[config.mk]
export PLATFORM = sky130hd
export DESIGN_NAME = modbus_crc_arbiter
export DESIGN_NICKNAME = d
export VERILOG_FILES = /design/src/rtl/modbus_pkg.sv /design/src/rtl/crc_16.sv /design/src/rtl/modbus_crc_arbiter.sv
export SDC_FILE = /design/constraint.sdc
export NUM_CORES = 1
export LEC_CHECK = 0
export CELL_PAD_IN_SITES_DETAIL_PLACEMENT = 0
export CELL_PAD_IN_SITES_GLOBAL_PLACEMENT = 1
export CORE_MARGIN = 3
export CORE_UTILIZATION = 41
export CTS_CLUSTER_SIZE = 16
export DETAILED_ROUTE_END_ITERATION = 16
export GPL_TIMING_DRIVEN = 0
export PLACE_DENSITY_LB_ADDON = 0.1
export SLEW_MARGIN = 10
export SYNTH_ARGS = -nofsm -noshare
export SYNTH_HDL_FRONTEND = slang
export SYNTH_SLANG_ARGS = --single-unit
[constraint.sdc]
create_clock -name clk -period 5.85 [get_ports clk]
set_clock_uncertainty 0.15 [all_clocks]
set_input_delay 1.4625 -clock clk [delete_from_list [all_inputs] [get_ports clk]]
set_output_delay 1.4625 -clock clk [all_outputs]
set_load 0.005 [all_outputs]
[src/rtl/modbus_pkg.sv]
// Shared Modbus CRC definitions: arbiter state encoding, requester indices
// and the reflected CRC-16/MODBUS byte update.
package modbus_pkg;

   typedef enum logic [2:0] {
      ST_IDLE,
      ST_CLEAR,
      ST_STREAM,
      ST_WAIT,
      ST_DONE
   } state_t;

   localparam logic REQ_RX = 1'b0;
   localparam logic REQ_TX = 1'b1;

   localparam int CRC_W = 16;
   localparam logic [CRC_W-1:0] CRC_INIT = 16'hFFFF;
   localparam logic [CRC_W-1:0] CRC_POLY = 16'hA001;

   function automatic logic [CRC_W-1:0] crc16_byte(input logic [CRC_W-1:0] crc,
                                                    input logic [7:0] data);
      logic [CRC_W-1:0] c;
      c = crc ^ {8'h00, data};
      for (int i = 0; i < 8; i++) begin
         c = c[0] ? ((c >> 1) ^ CRC_POLY) : (c >> 1);
      end
      return c;
   endfunction

endpackage

[src/rtl/crc_16.sv]
// Modbus CRC-16 engine: one byte per enabled cycle into a registered
// accumulator; clear reloads the 16'hFFFF seed.
module crc_16
   import modbus_pkg::*;
(
   input  logic             clk,
   input  logic             rst_n,
   input  logic             crc_en,
   input  logic             crc_clr,
   input  logic [7:0]       data_in,
   output logic [CRC_W-1:0] crc_out
);

   always_ff @(posedge clk) begin
      if (!rst_n) begin
         crc_out <= CRC_INIT;
      end else if (crc_clr) begin
         crc_out <= CRC_INIT;
      end else if (crc_en) begin
         crc_out <= crc16_byte(crc_out, data_in);
      end
   end

endmodule

[src/rtl/modbus_crc_arbiter.sv]
// Round-robin owner of the shared crc_16 engine for the RX checker and TX builder.
// Optional stall timeout: define MODBUS_CRC_TIMEOUT_EN.
module modbus_crc_arbiter
   import modbus_pkg::*;
#(
   parameter int MAX_LEN     = 16,
   parameter int TIMEOUT_CYC = 255
) (
   input  logic             clk,
   input  logic             rst,
   input  logic [1:0]       req,
   output logic [1:0]       gnt,
   input  logic             s0_vld,
   input  logic [7:0]       s0_data,
   input  logic             s0_last,
   output logic             s0_rdy,
   input  logic             s1_vld,
   input  logic [7:0]       s1_data,
   input  logic             s1_last,
   output logic             s1_rdy,
   output logic             crc_done,
   output logic [CRC_W-1:0] crc_val,
   output logic             crc_owner,
   output logic [7:0]       crc_len,
   output logic             crc_abort,
   output state_t           dbg_state
);

   // Byte channels: a byte moves on a cycle where vld and rdy are both high;
   // rdy is only ever raised for the granted requester while streaming.

   state_t           state;
   logic             ptr;
   logic [7:0]       byte_cnt;
   logic [1:0]       wait_cnt;
   logic             crc_en;
   logic             crc_clr;
   logic [7:0]       data_in;
   logic [CRC_W-1:0] crc_out;

   logic             hs0, hs1, hs, hs_last, owner_req, pick, stall_to, abort_now;
   logic [7:0]       hs_data, cnt_next;

   assign hs0       = s0_vld & s0_rdy;
   assign hs1       = s1_vld & s1_rdy;
   assign hs        = hs0 | hs1;
   assign hs_data   = hs1 ? s1_data : s0_data;
   assign hs_last   = hs1 ? s1_last : s0_last;
   assign owner_req = req[crc_owner];
   assign cnt_next  = byte_cnt + 8'd1;
   assign pick      = (req[0] & req[1]) ? ptr : req[1];
   assign dbg_state = state;

`ifdef MODBUS_CRC_TIMEOUT_EN
   logic [7:0] stall_cnt;

   always_ff @(posedge clk) begin
      if (rst || state != ST_STREAM || hs) begin
         stall_cnt <= '0;
      end else begin
         stall_cnt <= stall_cnt + 8'd1;
      end
   end

   assign stall_to = !hs && (stall_cnt == 8'(TIMEOUT_CYC - 1));
`else
   logic [7:0] unused_timeout;
   assign unused_timeout = 8'(TIMEOUT_CYC);
   assign stall_to       = 1'b0;
`endif

   assign abort_now = (state == ST_STREAM) &&
                      (!owner_req || stall_to ||
                       (hs && !hs_last && cnt_next == 8'(MAX_LEN)));

   always_ff @(posedge clk) begin
      if (rst) begin
         state     <= ST_IDLE;
         ptr       <= REQ_RX;
         crc_owner <= REQ_RX;
         gnt       <= '0;
         s0_rdy    <= 1'b0;
         s1_rdy    <= 1'b0;
         crc_done  <= 1'b0;
         crc_abort <= 1'b0;
         crc_val   <= '0;
         crc_len   <= '0;
         byte_cnt  <= '0;
         wait_cnt  <= '0;
         crc_en    <= 1'b0;
         crc_clr   <= 1'b1;
         data_in   <= '0;
      end else begin
         crc_en    <= 1'b0;
         crc_clr   <= 1'b0;
         crc_done  <= 1'b0;
         crc_abort <= 1'b0;
         case (state)
            ST_IDLE: begin
               if (|req) begin
                  crc_owner <= pick;
                  gnt       <= pick ? 2'b10 : 2'b01;
                  crc_clr   <= 1'b1;
                  state     <= ST_CLEAR;
               end
            end
            ST_CLEAR: begin
               byte_cnt <= '0;
               s0_rdy   <= (crc_owner == REQ_RX);
               s1_rdy   <= (crc_owner == REQ_TX);
               state    <= ST_STREAM;
            end
            ST_STREAM: begin
               if (abort_now) begin
                  crc_abort <= 1'b1;
                  gnt       <= '0;
                  s0_rdy    <= 1'b0;
                  s1_rdy    <= 1'b0;
                  ptr       <= ~crc_owner;
                  state     <= ST_IDLE;
               end else if (hs) begin
                  crc_en   <= 1'b1;
                  data_in  <= hs_data;
                  byte_cnt <= cnt_next;
                  if (hs_last) begin
                     s0_rdy   <= 1'b0;
                     s1_rdy   <= 1'b0;
                     wait_cnt <= '0;
                     state    <= ST_WAIT;
                  end
               end
            end
            ST_WAIT: begin
               // Covers the enable register and the engine's output register
               // so crc_done lands four cycles after the last byte.
               wait_cnt <= wait_cnt + 2'd1;
               if (wait_cnt == 2'd2) begin
                  crc_val  <= crc_out;
                  crc_len  <= byte_cnt;
                  crc_done <= 1'b1;
                  state    <= ST_DONE;
               end
            end
            ST_DONE: begin
               gnt   <= '0;
               ptr   <= ~crc_owner;
               state <= ST_IDLE;
            end
            default: state <= ST_IDLE;
         endcase
      end
   end

   crc_16 u_crc (
      .clk     (clk),
      .rst_n   (~rst),
      .crc_en  (crc_en),
      .crc_clr (crc_clr),
      .data_in (data_in),
      .crc_out (crc_out)
   );

endmodule

==> metrics <==
outcome finished, final reports clean; Net Switching approximately 230 uW; Pwr Density between 200 and 250 nW/um^2; post-synth top area cell dfxtp_1; clock slew at reported path FFs 70 ps; Syn Nets 429; Cell Int Power 739 uW; Area Growth Syn to Fin 26.7%; num rows 31; reg2reg setup slack ~3100 ps; Min-Delay Endpoint crc_len[2]$_SDFFE_PP0P_; clock sink count 71; Avg Inst Size Synth 8.10 um^2; Via density 5.09; Max-Cap Viols 0; RSZ-0062 raised after global routing false; Nets 496; vias in the first global route between 2000 and 3000; commonest cells after routing, fill and taps aside nand2_1, dfxtp_1, clkdlybuf4s50_1; Residual DRC 0; Placer Congestion between 0.8 and 0.9; crit path kind primary input to flop; GRT Total Usage 18.6%; min Tclk post-route 3700 ps; clock buffer depth 2; Cells after Synth around 400; Post-CTS Hold Fix Bufs 0; first-pass GRT wire length 13000 um; CP startpoint kind primary input; final wirelength just under 8000 um; Yosys warnings 0; Distinct cells, synth 47; Hold Slack just over 300 ps; Worst Tran Pin Value 686 ps; Hold Path Cell Cnt 2; final setup TNS 0 ps; CP Data Required Time 5930 ps; number of enable flip-flop cells after synthesis 0; setup bufs post-CTS 0; P_leak 0.00142 uW; final count of hold timing violations 0; leading cell type in the layout, fill and taps excluded nand2_1; First-pass DRT Iterations 4; DRT iter0 DRCs 129; Worst-Skew Late Latency 340 ps; Routed Antenna Nets 0; crit-path max cell delay approximately 480 ps; CTS tree yes; fin crit share 63.2%; root buffer cell clkbuf_8; FILL cells 734; TritonCTS Buffers 9; H-tree levels 3; IO Pins 58; CP Max Fanout 3; reg2reg start dbg_state[2]$_SDFFE_PP0P_; Synth top area share 43.6%; Post-Layout Inst Area between 4000 and 5000 um^2; total vias in the final route 2904; initial core utilization 43.5%; CP cell instances clkdlybuf4s50_1 -> nand2_1 -> or3b_1 -> a221oi_2 -> a211oi_2 -> a2111oi_4 -> mux2_1; post_cts resized 0; dpl cell area 3940 um^2; relative slew slack 54.3%; flops & latches, synth 71; Worst path slowest cell clkdlybuf4s50_1; reg2reg end data_in[2]$_SDFFE_PP0P_; HP Class flop to flop; final count of pins violating max slew 0; grt ovf 0; antenna cells 0; commonest register cell after synthesis dfxtp_1; critical path arrival approximately 3800 ps; maximum clock frequency 0.270 GHz; Hold Crit Start crc_len[2]$_SDFFE_PP0P_; switching share of power 23.5%; Worst setup EP type flop; number of port buffers between 50 and 60; R2R depth 7; initial antenna violation count 0; chip height 95.1 um; Die W 95.1 um; # setup viols final 0; post-synthesis async set-or-reset flop share 0%; Core Area 7490 um^2; Peak VDD IR ~0.00014 V; Reg power frac 51.7%; clock power share 38.4%; power share of the combinational group 10.0%; Mapped Area 3260 um^2; die area between 9000 and 10000 um^2; share of cells above drive strength 1 4.87%; sequential cell area fraction in the yosys report 43.6%; wire per inst about 14 um; DP HPWL approximately 5900 um; largest net degree at the start of global routing 12; Synth area leaders dfxtp_1, nand2_1, xnor2_1
cell type report:
cell class | instances | area [um^2] | share of cell area [%]
plain buffers | 27 | 114 | 2.76
flip-flops and latches | 71 | 1420 | 34.4
inverters | 5 | 18.8 | 0.455
repair buffers | 56 | 561 | 13.6
well taps | 99 | 124 | 3.00
multi-input cells | 299 | 1700 | 41.3
clock buffers | 10 | 138 | 3.34
clock inverters | 4 | 47.5 | 1.15
registers in the layout, summed over array words and instances (netlist names):
register,flops
crc_val,16
u_crc.crc_out,16
byte_cnt,8
crc_len,8
data_in,8
dbg_state,3
gnt,2
wait_cnt,2
crc_abort,1
crc_clr,1
crc_done,1
crc_en,1
crc_owner,1
ptr,1
s0_rdy,1
s1_rdy,1
cells in the mapped netlist (all sizes together) (4+ instances only):
cell type	instances
a21oi	33
a311oi	8
a31oi	4
buf	5
clkbuf	22
dfxtp	71
inv	5
mux2i	8
nand2	100
nand2b	9
nand3	13
nor2	29
nor2b	5
nor3	8
o21ai	17
xnor2	19
critical path: cells and delay by family:
| family | cells | cell delay (ps) |
|---|---|---|
| AOI/OAI and AO/OA | 3 | 1000 |
| buffers and inverters | 1 | 480 |
| muxes | 1 | 360 |
| and+or+nand+nor | 2 | 470 |
routing by layer:
layer  up-vias  routed length (um)  global-route usage (%)
met5         -                   0                       0
met4         0                 123                    6.25
met3         9                 456                    4.66
met2        98                3220                    26.3
met1      1297                4020                    27.2
li1       1500                   -                       -
power by group through the flow:
stage / registers [uW] / clock network, uW / logic [uW]
2_1_floorplan: 509 / 0 / 53.7
3_3_place_gp: 510 / 0 / 95.4
3_5_place_dp: 510 / 0 / 95.8
4_1_cts: 499 / 380 / 96.3
5_1_grt: 500 / 404 / 106
6_report: 499 / 370 / 96.2
cell families after synthesis:
| kind of cell | share of synthesized area (%) |
|---|---|
| simple gates | 24.2 |
| buf+inv | 4.07 |
| compound gates | 16.5 |
| mux | 3.15 |
| fa+ha+maj | 1.15 |
| flops | 43.6 |
| xor+xnor | 7.30 |
how the worst max path moves through the flow:
stage,start,end,cells past startpoint
after floorplan,s1_vld,gnt[1]$_SDFFE_PP0P_,7
after global placement,s0_vld,gnt[1]$_SDFFE_PP0P_,7
after detailed placement,s0_vld,gnt[1]$_SDFFE_PP0P_,7
after CTS,s0_vld,gnt[1]$_SDFFE_PP0P_,7
after global routing,req[1],data_in[2]$_SDFFE_PP0P_,6
final,s0_vld,gnt[1]$_SDFFE_PP0P_,7
stage by stage:
step / total power [uW] / setup slack (ps) / util, % / instances
3_5_place_dp: 606 / 1800 / 52.6 / 557
5_1_grt: 1010 / 2010 / 55.1 / 571
6_report: 966 / 2150 / 55.1 / 571
3_3_place_gp: 606 / 1800 / 52.6 / 557
2_1_floorplan: 562 / 2310 / - / 402
4_1_cts: 975 / 2160 / 55.1 / 571
Power figures use the tool's default switching activity.
